$ cat src/rtl/pc_update_unit_if.sv
// Bus bundle between the control path and the PC update unit.
// The control side (master) drives branch/jump requests and candidate
// targets; the PC unit (slave) returns the program counter state.
interface pc_update_unit_if #(
  parameter int WIDTH = 32
);

  // Control requests and ALU flags
  logic             Zero;
  logic             Neg;
  logic             PCWrite;
  logic             PCWriteCond;
  logic [2:0]       BranchType;
  logic [1:0]       PCSource;

  // Candidate next-PC values
  logic [WIDTH-1:0] seq_pc;
  logic [WIDTH-1:0] branch_target;
  logic [WIDTH-1:0] jump_target;
  logic [WIDTH-1:0] reg_target;

  // Pipeline control
  logic             stall;
  logic             exception;

  // PC unit results
  logic [WIDTH-1:0] pc;
  logic [WIDTH-1:0] epc;
  logic             pc_we;
  logic             branch_taken;
  logic             addr_fault;
  logic             slot_pending;

  modport master (
    output Zero, Neg, PCWrite, PCWriteCond, BranchType, PCSource,
    output seq_pc, branch_target, jump_target, reg_target,
    output stall, exception,
    input  pc, epc, pc_we, branch_taken, addr_fault, slot_pending
  );

  modport slave (
    input  Zero, Neg, PCWrite, PCWriteCond, BranchType, PCSource,
    input  seq_pc, branch_target, jump_target, reg_target,
    input  stall, exception,
    output pc, epc, pc_we, branch_taken, addr_fault, slot_pending
  );

endinterface

$ cat src/rtl/pc_update_unit.sv
// Program counter update unit.
// Evaluates the branch condition, selects the next PC, traps misaligned
// targets and external exceptions to EXC_VECTOR, and optionally defers
// redirects by one instruction (branch delay slot) using a two-state FSM.
module pc_update_unit #(
  parameter int               WIDTH        = 32,
  parameter logic [WIDTH-1:0] RESET_VECTOR = '0,
  parameter logic [WIDTH-1:0] EXC_VECTOR   = WIDTH'(32'h80),
  parameter int               DELAY_SLOT   = 0
) (
  input logic              clk,
  input logic              reset,
  pc_update_unit_if.slave  bus
);

  localparam bit SLOT_MODE = (DELAY_SLOT != 0);

  typedef enum logic {
    IDLE = 1'b0,
    SLOT = 1'b1
  } state_e;

  state_e           state_q, state_d;
  logic [WIDTH-1:0] pc_q, pc_d;
  logic [WIDTH-1:0] epc_q, epc_d;
  logic [WIDTH-1:0] saved_q, saved_d;
  logic             addr_fault_q, addr_fault_d;

  logic             cond;
  logic             branch_taken;
  logic             pc_we;
  logic             redirect;
  logic             in_slot;
  logic             misaligned;
  logic [WIDTH-1:0] next_pc;

  logic             take_exc;
  logic             take_fault;
  logic             take_write;

  // Branch condition selected by BranchType from the ALU flags
  always_comb begin
    cond = 1'b0;
    unique case (bus.BranchType)
      3'b000:  cond = bus.Zero;
      3'b001:  cond = !bus.Zero;
      3'b010:  cond = bus.Neg;
      3'b011:  cond = !bus.Neg;
      3'b100:  cond = bus.Neg | bus.Zero;
      3'b101:  cond = !bus.Neg & !bus.Zero;
      default: cond = 1'b0;
    endcase
  end

  // Candidate mux and effective write enable; both enables are forced low in reset
  always_comb begin
    next_pc = bus.seq_pc;
    unique case (bus.PCSource)
      2'b00:   next_pc = bus.seq_pc;
      2'b01:   next_pc = bus.branch_target;
      2'b10:   next_pc = bus.jump_target;
      default: next_pc = bus.reg_target;
    endcase
    branch_taken = cond & bus.PCWriteCond & !reset;
    pc_we        = (branch_taken | bus.PCWrite) & !bus.stall & !reset;
    redirect     = pc_we & (bus.PCSource != 2'b00);
    in_slot      = SLOT_MODE && (state_q == SLOT);
    // While a redirect is pending the candidates are not used, so their
    // alignment cannot raise a fault.
    misaligned   = pc_we & !in_slot & (next_pc[1:0] != 2'b00);
  end

  // Resolve which single action this edge performs: exception beats stall beats fault beats write
  always_comb begin
    take_exc   = bus.exception;
    take_fault = !bus.exception & !bus.stall & misaligned;
    take_write = !bus.exception & !bus.stall & !misaligned & pc_we;
  end

  // State register for the delay-slot FSM
  always_ff @(posedge clk) begin
    if (reset) begin
      state_q <= IDLE;
    end else begin
      state_q <= state_d;
    end
  end

  // Next-state logic: a redirect from IDLE opens the slot, any write in SLOT closes it
  always_comb begin
    state_d = state_q;
    if (!SLOT_MODE) begin
      state_d = IDLE;
    end else if (take_exc || take_fault) begin
      state_d = IDLE;
    end else if (take_write) begin
      if (in_slot) begin
        state_d = IDLE;
      end else if (redirect) begin
        state_d = SLOT;
      end else begin
        state_d = IDLE;
      end
    end
  end

  // Datapath next values for pc, epc, saved target and fault pulse
  always_comb begin
    pc_d         = pc_q;
    epc_d        = epc_q;
    saved_d      = saved_q;
    addr_fault_d = 1'b0;
    if (take_exc) begin
      pc_d    = EXC_VECTOR;
      epc_d   = pc_q;
      saved_d = '0;
    end else if (take_fault) begin
      pc_d         = EXC_VECTOR;
      epc_d        = pc_q;
      addr_fault_d = 1'b1;
    end else if (take_write) begin
      if (!SLOT_MODE) begin
        pc_d = next_pc;
      end else if (in_slot) begin
        pc_d = saved_q;
      end else if (redirect) begin
        saved_d = next_pc;
        pc_d    = bus.seq_pc;
      end else begin
        pc_d = bus.seq_pc;
      end
    end
  end

  // Datapath registers with synchronous reset
  always_ff @(posedge clk) begin
    if (reset) begin
      pc_q         <= RESET_VECTOR;
      epc_q        <= '0;
      saved_q      <= '0;
      addr_fault_q <= 1'b0;
    end else begin
      pc_q         <= pc_d;
      epc_q        <= epc_d;
      saved_q      <= saved_d;
      addr_fault_q <= addr_fault_d;
    end
  end

  // Output logic: registered state plus the two combinational enables
  always_comb begin
    bus.pc           = pc_q;
    bus.epc          = epc_q;
    bus.addr_fault   = addr_fault_q;
    bus.slot_pending = (state_q == SLOT);
    bus.pc_we        = pc_we;
    bus.branch_taken = branch_taken;
  end

endmodule
$ cat src/flat_wrapper.sv
// flat-port wrapper written by rule: the top's interface ports become plain ports
module pc_update_unit_flat 
#(
  parameter int               WIDTH        = 32,
  parameter logic [WIDTH-1:0] RESET_VECTOR = '0,
  parameter logic [WIDTH-1:0] EXC_VECTOR   = WIDTH'(32'h80),
  parameter int               DELAY_SLOT   = 0
)
  (clk, reset, bus_Zero, bus_Neg, bus_PCWrite, bus_PCWriteCond, bus_BranchType, bus_PCSource, bus_seq_pc, bus_branch_target, bus_jump_target, bus_reg_target, bus_stall, bus_exception, bus_pc, bus_epc, bus_pc_we, bus_branch_taken, bus_addr_fault, bus_slot_pending);
  pc_update_unit_if #(.WIDTH(WIDTH)) bus_i ();
  input logic clk;
  input logic reset;
  input wire logic [$bits(bus_i.Zero)-1:0] bus_Zero;
  input wire logic [$bits(bus_i.Neg)-1:0] bus_Neg;
  input wire logic [$bits(bus_i.PCWrite)-1:0] bus_PCWrite;
  input wire logic [$bits(bus_i.PCWriteCond)-1:0] bus_PCWriteCond;
  input wire logic [$bits(bus_i.BranchType)-1:0] bus_BranchType;
  input wire logic [$bits(bus_i.PCSource)-1:0] bus_PCSource;
  input wire logic [$bits(bus_i.seq_pc)-1:0] bus_seq_pc;
  input wire logic [$bits(bus_i.branch_target)-1:0] bus_branch_target;
  input wire logic [$bits(bus_i.jump_target)-1:0] bus_jump_target;
  input wire logic [$bits(bus_i.reg_target)-1:0] bus_reg_target;
  input wire logic [$bits(bus_i.stall)-1:0] bus_stall;
  input wire logic [$bits(bus_i.exception)-1:0] bus_exception;
  output wire logic [$bits(bus_i.pc)-1:0] bus_pc;
  output wire logic [$bits(bus_i.epc)-1:0] bus_epc;
  output wire logic [$bits(bus_i.pc_we)-1:0] bus_pc_we;
  output wire logic [$bits(bus_i.branch_taken)-1:0] bus_branch_taken;
  output wire logic [$bits(bus_i.addr_fault)-1:0] bus_addr_fault;
  output wire logic [$bits(bus_i.slot_pending)-1:0] bus_slot_pending;
  assign bus_i.Zero = bus_Zero;
  assign bus_i.Neg = bus_Neg;
  assign bus_i.PCWrite = bus_PCWrite;
  assign bus_i.PCWriteCond = bus_PCWriteCond;
  assign bus_i.BranchType = bus_BranchType;
  assign bus_i.PCSource = bus_PCSource;
  assign bus_i.seq_pc = bus_seq_pc;
  assign bus_i.branch_target = bus_branch_target;
  assign bus_i.jump_target = bus_jump_target;
  assign bus_i.reg_target = bus_reg_target;
  assign bus_i.stall = bus_stall;
  assign bus_i.exception = bus_exception;
  assign bus_pc = bus_i.pc;
  assign bus_epc = bus_i.epc;
  assign bus_pc_we = bus_i.pc_we;
  assign bus_branch_taken = bus_i.branch_taken;
  assign bus_addr_fault = bus_i.addr_fault;
  assign bus_slot_pending = bus_i.slot_pending;
  pc_update_unit #(.WIDTH(WIDTH), .RESET_VECTOR(RESET_VECTOR), .EXC_VECTOR(EXC_VECTOR), .DELAY_SLOT(DELAY_SLOT)) u_core (.clk(clk), .reset(reset), .bus(bus_i));
endmodule
$ cat config.mk
export PLATFORM = sky130hd
export DESIGN_NAME = pc_update_unit_flat
export DESIGN_NICKNAME = d
export VERILOG_FILES = /design/src/rtl/pc_update_unit_if.sv /design/src/rtl/pc_update_unit.sv /design/src/flat_wrapper.sv
export SDC_FILE = /design/constraint.sdc
export NUM_CORES = 1
export LEC_CHECK = 0
export ABC_AREA = 0
export CAP_MARGIN = 20
export CORE_UTILIZATION = 30
export CTS_BUF_LIST = sky130_fd_sc_hd__clkbuf_8
export DETAILED_ROUTE_END_ITERATION = 16
export DONT_BUFFER_PORTS = 1
export MAX_ROUTING_LAYER = met4
export PLACE_DENSITY = 0.45
export SLEW_MARGIN = 10
export SYNTH_ARGS = -nofsm -noshare
export SYNTH_HDL_FRONTEND = slang
export SYNTH_SLANG_ARGS = --single-unit
$ cat constraint.sdc
create_clock -name clk -period 2.7 [get_ports clk]
set_input_delay 0.54 -clock clk [delete_from_list [all_inputs] [get_ports clk]]
set_output_delay 0.54 -clock clk [all_outputs]
set_load 0.005 [all_outputs]
### After elaboration in Yosys (flattened, before gate mapping)

Cells that the tools add are included.
W data, S select, Z words.

* flip-flop bits (word level): 65
* input port bits: 141
* output and inout port bits: 68
* logic and storage cells: 44

* eq/ne operators: 7
* mux-type cells: 8
* bitwise operators: 12
* reduce and logical (&&, ||, !) cells: 13

Operator list (number)
* $pmux W32 S3: 1
* $mux W32: 2
* $mux W8: 3
* $and A1 B1 Y1: 10
* $eq A3 B2 Y1 const B: 2
* $eq A3 B3 Y1 const B: 2
* $logic_not A1 Y1: 6
* $pmux W1 S6: 1
* $reduce_bool A2 Y1: 2
* $eq A3 B1 Y1 const B: 1
* $logic_not A3 Y1: 1
* $reduce_bool A3 Y1: 1
* $reduce_or A3 Y1: 1
* $eq A2 B1 Y1 const B: 1
* $eq A2 B2 Y1 const B: 1
* $logic_not A2 Y1: 1
* $or A1 B1 Y1: 2
* $reduce_or A2 Y1: 1
* $mux W1: 1

### Logic depth before layout (Yosys ltp)

Gate-level depths: netlist of the first run.

* depth after elaboration: 15
* depth in mapped cells: 8
* gate-level depth less buffers: 5

### Worst setup path before layout of the first run

OpenSTA, ideal clock, no wires.

* path kind: in2reg
* start point: input port bus_PCSource[1]
* end point: register u_core.pc_q[1], in the netlist u_core.bus.pc[1]
* library setup time: 0.116 ns
* data arrival time: 2.017 ns
* required time: 2.584 ns
* path slack: 0.567 ns
* stages: 8
* cell sequence: buf_2 -> nor4bb_4 -> or4_1 -> a311oi_1 -> or3_1 -> buf_6 -> buf_12 -> nor3b_2

* cells in the longest elaborated chain, start to end: 7

Ends and longest elaborated chain
* start, declared: line flat_wrapper.sv:18 `input wire logic [$bits(bus_i.PCSource)-1:0] bus_PCSource;`
* $eq A2 B2 Y1, or another cell as far along: line pc_update_unit.sv:58 `unique case (bus.PCSource)`
* $pmux W32 S3 (*): line pc_update_unit.sv:58
* $reduce_bool A2 Y1: line pc_update_unit.sv:70 `misaligned = pc_we & !in_slot & (next_pc[1:0] != 2'b00);`
* $and A1 B1 Y1: line pc_update_unit.sv:70
* $logic_not A1 Y1: line pc_update_unit.sv:77 `take_write = !bus.exception & !bus.stall & !misaligned & pc_we;`
* $and A1 B1 Y1 (2 in a row): line pc_update_unit.sv:77
* end signal, assigned: line pc_update_unit.sv:143 `pc_q <= pc_d;`
* end, declared: line pc_update_unit.sv:24 `logic [WIDTH-1:0] pc_q, pc_d;`

Every way passes the cells marked *; elsewhere a longest branch is shown, timed or not.
A chain may end at the register's enable or synchronous reset.

### Final worst setup path of the first run

* start point: input port bus_Neg
* end point: output port bus_pc_we

* cells in the longest elaborated chain, start to end: 8

Ends and longest elaborated chain
* start, declared: line flat_wrapper.sv:14 `input wire logic [$bits(bus_i.Neg)-1:0] bus_Neg;`
* $logic_not A1 Y1: line pc_update_unit.sv:48, pc_update_unit.sv:50
* $and A1 B1 Y1: line pc_update_unit.sv:50 `3'b101: cond = !bus.Neg & !bus.Zero;`
* $pmux W1 S6 (*): line pc_update_unit.sv:44 `unique case (bus.BranchType)`
* $and A1 B1 Y1 (*) (2 in a row): line pc_update_unit.sv:64 `branch_taken = cond & bus.PCWriteCond & !reset;`
* $or A1 B1 Y1 (*): line pc_update_unit.sv:65 `pc_we = (branch_taken | bus.PCWrite) & !bus.stall & !reset;`
* $and A1 B1 Y1 (*) (2 in a row): line pc_update_unit.sv:65
* end, declared: line flat_wrapper.sv:27 `output wire logic [$bits(bus_i.pc_we)-1:0] bus_pc_we;`

Marked as above.

==> summary.md, run 1 <==
| Metric | Value |
|---|---|
| Initial drt markers | `99` |
| Worst R2R Path Depth | `2` |
| Pint | `1.46 mW` |
| Setup Buffers After CTS | `0` |
| Combinational power share | `10.4%` |
| Setup WS pre-CTS | `0.590 ns` |
| Tcrit/Tclk final | `70.6%` |
| Post-Syn Nets | `450` |
| Final ANT Viol Nets | `0` |
| Core area | `11700 sq um` |
| Worst vdd ir | `0.170 mV` |
| Clock sink total | `65` |
| Final hold vios | `0` |
| Vias | `2303` |
| I/O Buffers | `0` |
| DRC violations left | `0` |
| Reg clk slew, reported paths | `0.07 ns` |
| Reg-to-Reg Start | `u_core.bus.pc[7]$_SDFFE_PP0P_` |
| Largest net degree at the start of global routing | `71` |
| Status | `completed` |
| Synth-to-layout area growth | `6.06%` |
| Flops & latches, synth | `65` |
| CTS hold repair buffers | `0` |
| Gr ovfl total | `0` |
| Crit path kind | `in2out` |
| Final core occ | `33.2%` |
| Leakage | `1.23 nW` |
| TNS Setup | `0 ns` |
| Count leader, synth | `dfxtp_1` |
| Worst setup margin | `0.794 ns` |
| Switch Pwr | `0.445 mW` |
| Clock buffer depth | `2` |
| Top cell type by total area after synthesis | `dfxtp_1` |
| Yosys top cell area share | `35.6%` |
| Switching share of power | `23.3%` |
| Clock Skew | `0.00546 ns` |
| Max-cap viol count | `0` |
| Final Critical Period | `1.91 ns` |
| Part of the power in registers | `50.8%` |
| TritonCTS clock tree | `done` |
| Total Routed Length | `8.55 mm` |
| Cell count of the worst hold path | `1` |
| Relative slew slack | `60.0%` |
| Ys flop type | `dfxtp_1` |
| First-pass GRT wire length | `12.8 mm` |
| Layout cells sized above 1 | `28.1%` |
| Die Wd | `112 um` |
| EDFF count, synth | `0` |
| Die area | `12600 sq um` |
| Top post-synthesis cells by area | `dfxtp_1, mux4_2, mux2i_1` |
| DR WL/cell | `19.2 um` |
| Clock network fraction of total power | `38.8%` |
| Crit. End Element | `primary output` |
| Skew-Pair Late Insertion Delay | `0.34 ns` |
| Startpoint types | `primary input` |
| RSZ-0062 raised after global routing | `false` |
| Antenna violations before repair | `0` |
| CTS buffer count | `9` |
| Cell area power density | `492 nW/um^2` |
| Routed vias/inst | `5.18` |
| Mean Syn Cell Area | `11.8 sq um` |
| Drt pass-1 iters | `6` |
| ANT cells | `0` |
| Hold Crit Start | `bus_exception` |
| Worst R2R End | `u_core.bus.pc[7]$_SDFFE_PP0P_` |
| Pins Over Slew Limit | `0` |
| Max Fclk | `525 MHz` |
| Critical Path Fanout Max | `3` |
| GRT Resource Usage Total | `13.8%` |
| CTS resizes | `0` |
| WP data required | `2.16 ns` |
| DIE HEIGHT | `112 um` |
| Top cells by count, synth | `dfxtp_1, nand2b_1, mux2i_1` |
| Netlist Area Pre-Place | `3650 sq um` |
| Initial core utilization | `31.3%` |
| Syn. warnings | `0` |
| Register-to-register path setup slack | `1.98 ns` |
| Final GP Congestion | `0.682` |
| Worst-Margin Slew | `0.595 ns` |
| H-tree depth | `3` |
| Worst EP arrival | `1.37 ns` |
| Worst-case hold path end point | `u_core.bus.addr_fault$_SDFF_PP0_` |
| Hold crit path type | `in2reg` |
| Register area share after synthesis | `35.6%` |
| Synth cell types | `32` |
| Number of global-route vias before repair | `2300` |
| Hold Slack | `0.276 ns` |
| Hpwl dp | `5.85 mm` |
| Post-synth ARST share | `0%` |
| # setup viols final | `0` |
| FP Rows | `39` |
| Final nets | `438` |
| # IOs | `209` |
| Clock Tree Root | `clkbuf_8` |
| Cell count after synthesis | `309` |
-- layer usage --
layer / vias to the layer above / wire (um) / track usage [%]
li1: 1077 / - / -
met1: 1083 / 3570 / 16.4
met2: 132 / 4120 / 21.6
met3: 11 / 686 / 3.56
met4: 0 / 174 / 7.20
met5: - / 0 / -
-- how the worst max path moves through the flow --
stage	to	depth (start not counted)	startpoint	slack (ns)
after floorplan	u_core.bus.pc[1]$_SDFFE_PP0P_	8	bus_PCSource[1]	0.57
after global placement	u_core.bus.pc[0]$_SDFFE_PP0P_	6	bus_PCSource[0]	0.60
after detailed placement	u_core.bus.pc[0]$_SDFFE_PP0P_	6	bus_PCSource[0]	0.59
after CTS	bus_pc_we	3	bus_Neg	0.82
after global routing	bus_pc_we	3	bus_Neg	0.75
final	bus_pc_we	3	bus_Neg	0.79
-- critical path: stages --
cell	delay [ns]
xor2_1	0.20
a32oi_1	0.20
a21oi_1	0.42
-- sequential cells by signal (all words and copies together), names as in the netlist --
signal                 cells
u_core.bus.addr_fault      1
u_core.bus.epc            32
u_core.bus.pc             32
-- power by group through the flow --
| stage | Sequential [mW] | Clock [mW] | Combinational (mW) |
|---|---|---|---|
| after floorplan | 0.988 | 0 | 0.213 |
| after global placement | 0.991 | 0 | 0.202 |
| after detailed placement | 0.991 | 0 | 0.202 |
| after CTS | 0.968 | 0.783 | 0.203 |
| after global routing | 0.968 | 0.819 | 0.211 |
| final | 0.968 | 0.741 | 0.198 |
-- cells in the final DEF (no fill, tap or decap) --
cell type,synthesis,final
mux2i_1,61,61
nor2_1,2,2
clkinv_2,0,3
a311oi_1,1,1
mux4_2,30,30
or3_1,2,1
nand2b_1,64,64
clkbuf_8,0,11
nor4bb_1,1,1
xor2_1,1,1
nand2_1,2,2
nor4_2,2,2
buf_12,3,3
nor2b_1,2,2
a21oi_4,0,1
a32oi_1,2,2
nand3_1,1,1
nor3b_1,2,2
a21oi_1,3,3
a21o_1,1,1
nor3b_2,1,1
a211oi_4,1,1
conb_1,1,1
or4_1,2,2
or3_2,0,1
nor4b_2,2,2
o221ai_1,1,1
dfxtp_1,65,65
nor2_2,29,29
nor4bb_4,1,1
inv_1,2,4
-- logic make-up (layout without fill, tap and decap cells) --
kind of cell | Yosys count | after routing | synth area share, %
buffers and inverters | 28 | 21 | 5.68
AOI/OAI and AO/OA | 10 | 10 | 2.36
other | 1 | 1 | 0.103
muxes | 91 | 91 | 35.2
xor gates and xnor gates | 1 | 1 | 0.240
and+or+nand+nor | 113 | 113 | 20.8
DFF | 65 | 65 | 35.6
-- stage by stage --
stage	instance area, sq um	total power [mW]	std cells
2_1_floorplan	3650	1.20	309
3_3_place_gp	3700	1.19	429
3_5_place_dp	3700	1.19	429
4_1_cts	3870	1.95	445
5_1_grt	3870	2.00	445
6_report	3870	1.91	445
-- final cells by class --
class,instances,area (sq um)
clock buffers,11,151
clock inverters,5,22.5
fillers,1167,7790
inverters,2,7.51
multi-input cells,216,2150
flip-flops and latches,65,1300
well taps,143,179
repair buffers,3,60.1
Power figures use the tool's default switching activity.
==> run 2, diff against run 1 <==
==> constraint.sdc (replaced) <==
create_clock -name clk -period 1.8 [get_ports clk]
set_input_delay 0.36 -clock clk [delete_from_list [all_inputs] [get_ports clk]]
set_output_delay 0.36 -clock clk [all_outputs]
set_load 0.005 [all_outputs]
==> run 2 against run 1 <==
First-iteration DRC count shrank 36%; via count decreased by 1.0%; sequential share of layout area is 0.79 points lower; power increased by 58%; core utilization is 0.80 points higher; hold slack got worse by 0.20 ns; largest cell class unchanged.
==> summary.md, run 2 (synthesis results as in run 1) <==
| Metric | Value |
|---|---|
| Reg clk slew, reported paths | `0.07 ns` |
| Hold Slack | `0.0801 ns` |
| Gr ovfl total | `0` |
| Placed inst area | `3770 sq um` |
| Part of the power in registers | `48.1%` |
| Final Instance Area | `3970 sq um` |
| CTS buffer count | `9` |
| # setup viols final | `0` |
| Startpoint types | `primary input` |
| DRC violations left | `0` |
| CTS resizes | `0` |
| Routed vias/inst | `5.07` |
| Leakage | `1.27 nW` |
| Crit. End Element | `primary output` |
| Core area | `11700 sq um` |
| Clock buffer depth | `2` |
| Layout cells sized above 1 | `30.0%` |
| Cell area power density | `761 nW/um^2` |
| DR WL/cell | `18.9 um` |
| Final core occ | `34.0%` |
| Worst EP arrival | `1.28 ns` |
| Clock network fraction of total power | `41.6%` |
| Status | `completed` |
| Vias | `2280` |
| Number of global-route vias before repair | `2396` |
| Critical Path Fanout Max | `3` |
| Placed insts | `434` |
| Total Routed Length | `8.51 mm` |
| Die area | `12600 sq um` |
| GRT Resource Usage Total | `14.1%` |
| Die Wd | `112 um` |
| Pins Over Slew Limit | `0` |
| FP Rows | `39` |
| Most frequent cells in the layout | `dfxtp_1, nand2b_1, mux2i_1` |
| First-pass GRT wire length | `13.0 mm` |
| Largest net degree at the start of global routing | `71` |
| Tcrit/Tclk final | `90.9%` |
| Initial core utilization | `31.3%` |
| Setup Buffers After CTS | `0` |
| Synth-to-layout area growth | `8.63%` |
| DIE HEIGHT | `112 um` |
| TritonCTS clock tree | `done` |
| Pint | `2.31 mW` |
| Worst-Margin Slew | `0.546 ns` |
| # IOs | `209` |
| Worst vdd ir | `0.275 mV` |
| Hold crit path type | `in2reg` |
| I/O Buffers | `0` |
| WP data required | `1.44 ns` |
| Final Critical Period | `1.64 ns` |
| RSZ-0062 raised after global routing | `false` |
| Antenna violations before repair | `0` |
| Switch Pwr | `0.705 mW` |
| Hpwl dp | `5.98 mm` |
| Final non-filler cell total | `450` |
| Switching share of power | `23.3%` |
| Final nets | `443` |
| Relative slew slack | `63.3%` |
| Final GP Congestion | `0.690` |
| H-tree depth | `3` |
| Total power | `3.02 mW` |
| Final hold vios | `0` |
| Crit path kind | `in2out` |
| Max-cap viol count | `0` |
| ANT cells | `0` |
| Skew-Pair Late Insertion Delay | `0.35 ns` |
| Final ANT Viol Nets | `0` |
| Clock sink total | `65` |
| Drt pass-1 iters | `4` |
| Max Fclk | `611 MHz` |
| Clock Skew | `0.0102 ns` |
| Most common cell after layout, fill and taps aside | `dfxtp_1` |
| Combinational power share | `10.3%` |
| CTS hold repair buffers | `0` |
| Initial drt markers | `63` |
| Clock Tree Root | `clkbuf_8` |
-- run 2: cell count changes in the layout (fill, tap and decap cells not counted), sizes merged --
cell / previous run / this run
clkinv: 3 / 2
bufinv: 0 / 1
clkinvlp: 0 / 2
buf: 3 / 8
clkbuf: 11 / 10
inv: 4 / 3
-- run 2: stage by stage --
step | worst slack [ns] | setup TNS, ns
3_5_place_dp | -0.123 | -2.47
2_1_floorplan | -0.0614 | -1.67
3_3_place_gp | -0.0952 | -1.72
5_1_grt | 0.0734 | 0
6_report | 0.164 | 0
4_1_cts | 0.146 | 0
-- run 2: worst paths after layout --
| kind | cells past startpoint | slack, ns | from | endpoint |
|---|---|---|---|---|
| min | 1 | 0.08 | bus_exception | u_core.bus.addr_fault$_SDFF_PP0_ |
| max reg2reg | 2 | 1.10 | u_core.bus.pc[7]$_SDFFE_PP0P_ | u_core.bus.pc[7]$_SDFFE_PP0P_ |
| max | 4 | 0.16 | bus_Neg | bus_pc_we |
| min reg2reg | 2 | 0.49 | u_core.bus.epc[10]$_SDFFE_PP0P_ | u_core.bus.epc[10]$_SDFFE_PP0P_ |
-- run 2: power by group through the flow --
stage	sequential, mW	clock (mW)	combinational [mW]
after global placement	1.49	0	0.316
after CTS	1.45	1.32	0.316
after floorplan	1.48	0	0.327
after detailed placement	1.49	0	0.314
after global routing	1.45	1.38	0.329
final	1.45	1.26	0.310
-- run 2: per-layer routing --
metal / global-route usage [%] / share of wire (%) / up-vias
met5: - / 0 / -
met4: 5.33 / 1.4 / 0
li1: - / - / 1085
met1: 15.8 / 41 / 1079
met3: 5.18 / 8.6 / 8
met2: 22.9 / 49 / 108
-- run 2: cell type report --
cell class | count | area [sq um]
fillers | 1177 | 7690
multi-input cells | 216 | 2170
flip-flops and latches | 65 | 1300
well taps | 143 | 179
clock buffers | 10 | 138
repair buffers | 8 | 110
clock inverters | 6 | 58.8
inverters | 2 | 7.51
-- run 2: worst max-delay path: stages --
cell	delay (ns)
xor2_1	0.16
a32oi_1	0.37
a21oi_1	0.21
buf_4	0.19
==> run 3, diff against run 2 <==
--- a/config.mk
+++ b/config.mk
@@ -12,7 +12,6 @@
 export DETAILED_ROUTE_END_ITERATION = 16
 export DONT_BUFFER_PORTS = 1
 export MAX_ROUTING_LAYER = met4
-export PLACE_DENSITY = 0.45
 export SLEW_MARGIN = 10
 export SYNTH_ARGS = -nofsm -noshare
 export SYNTH_HDL_FRONTEND = slang
==> run 3 against run 2 <==
Wire length rose by 5.6%; register-to-register slack got worse by 0.03 ns; count of clock-buffer cells in the layout did not move; setup slack got worse by 0.025 ns; first-iteration DRC count rose by 46%; cell count rose by 0.89%; maximum frequency fell by 1.5%; sequential share of layout area fell by 0.052 points.
==> summary.md, run 3 (synthesis results as in run 1) <==
| Metric | Value |
|---|---|
| Worst-Margin Slew | `0.578 ns` |
| Clock buffer depth | `2` |
| Tcrit/Tclk final | `92.2%` |
| Clock sink total | `65` |
| Critical Path Fanout Max | `3` |
| First-pass GRT wire length | `13.7 mm` |
| Most common cell after layout, fill and taps aside | `dfxtp_1` |
| Worst setup path start | `bus_Neg` |
| TNS Setup | `0 ns` |
| FP Rows | `39` |
| DR WL/cell | `19.8 um` |
| Final GP Congestion | `0.770` |
| Max-cap viol count | `0` |
| # setup viols final | `0` |
| Most crowded layer after global routing | `met2` |
| Worst EP arrival | `1.30 ns` |
| CTS buffer count | `9` |
| Clock Skew | `0.00850 ns` |
| Synth-to-layout area growth | `8.80%` |
| Worst R2R Path Depth | `2` |
| Setup Buffers After CTS | `0` |
| Hold crit path type | `in2reg` |
| Core area | `11700 sq um` |
| # IOs | `209` |
| Skew-Pair Late Insertion Delay | `0.36 ns` |
| Final non-filler cell total | `454` |
| Crit. End Element | `primary output` |
| Reg-to-Reg Start | `u_core.bus.pc[7]$_SDFFE_PP0P_` |
| Relative slew slack | `61.1%` |
| CTS resizes | `0` |
| Clock Tree Root | `clkbuf_8` |
| Hold Crit Start | `bus_exception` |
| Pins Over Slew Limit | `0` |
| Hpwl dp | `6.60 mm` |
| Cell count of the worst hold path | `1` |
| RSZ-0062 raised after global routing | `false` |
| DIE HEIGHT | `112 um` |
| Initial drt markers | `92` |
| Final nets | `447` |
| CTS hold repair buffers | `0` |
| DRC violations left | `0` |
| Reg clk slew, reported paths | `0.07 ns` |
| H-tree depth | `3` |
| ANT cells | `0` |
| Final ANT Viol Nets | `0` |
| Die Wd | `112 um` |
| Met1 global-route usage | `16.3%` |
| Startpoint types | `primary input` |
| Worst R2R End | `u_core.bus.pc[7]$_SDFFE_PP0P_` |
| I/O Buffers | `0` |
| Crit path kind | `in2out` |
| TritonCTS clock tree | `done` |
| Worst vdd ir | `0.240 mV` |
| Final hold vios | `0` |
| Total Routed Length | `8.99 mm` |
| Initial core utilization | `31.3%` |
| WP data required | `1.44 ns` |
| Placed insts | `438` |
| Worst-case hold path end point | `u_core.bus.addr_fault$_SDFF_PP0_` |
| Layout cells sized above 1 | `30.9%` |
| Antenna violations before repair | `0` |
| Largest net degree at the start of global routing | `71` |
| Hold Slack | `0.0729 ns` |
| Grt met3 use | `6.53%` |
| Max Fclk | `602 MHz` |
| Cell area power density | `727 nW/um^2` |
| Drt pass-1 iters | `4` |
| Number of global-route vias before repair | `2439` |
| Routed vias/inst | `5.14` |
| Most frequent cells in the layout | `dfxtp_1, nand2b_1, mux2i_1` |
| Final Critical Period | `1.66 ns` |
| Status | `completed` |
| GRT Resource Usage Total | `15.3%` |
| Grt met2 use | `24.8%` |
| Register-to-register path setup slack | `1.07 ns` |
| Die area | `12600 sq um` |
| Leakage | `1.28 nW` |
| Gr ovfl total | `0` |
| Vias | `2335` |
run 3: power breakdown:
group	switching, mW	internal, mW	leakage, nW
Sequential	0.00731	1.44	0.524
Combinational	0.110	0.207	0.662
Clock	0.594	0.526	0.0932
Total	0.711	2.18	1.28
run 3: cell type report:
type                    instances  area, sq um
clock buffers                  10          138
clock inverters                 6         35.0
fillers                      1169         7690
inverters                       2         7.51
multi-input cells             216         2170
flip-flops and latches         65         1300
well taps                     143          179
repair buffers                 12          140
run 3: critical path: stages:
cell	delay [ns]
xor2_1	0.22
a32oi_1	0.20
a21oi_1	0.34
buf_4	0.19
run 3: through the flow:
stage          setup WS (ns)  power (mW)  util [%]  area (sq um)
2_1_floorplan        -0.0614        1.81         -          3690
4_1_cts                0.193        2.95      34.1          3980
5_1_grt                0.118        3.03      34.1          3980
3_5_place_dp         -0.0924        1.81      32.6          3800
6_report               0.140        2.89      34.1          3980
3_3_place_gp         -0.0541        1.80      32.6          3800
run 3: worst max-delay path by stage:
stage / to
6_report: bus_pc_we
5_1_grt: bus_pc_we
4_1_cts: bus_pc_we
3_5_place_dp: u_core.bus.pc[19]$_SDFFE_PP0P_
3_3_place_gp: u_core.bus.pc[14]$_SDFFE_PP0P_
2_1_floorplan: u_core.bus.pc[11]$_SDFFE_PP0P_
run 3: layer usage:
metal	vias up	share of wire, %
li1	1092	-
met1	1108	39
met2	125	50
met3	10	9.0
met4	0	1.7
met5	-	0
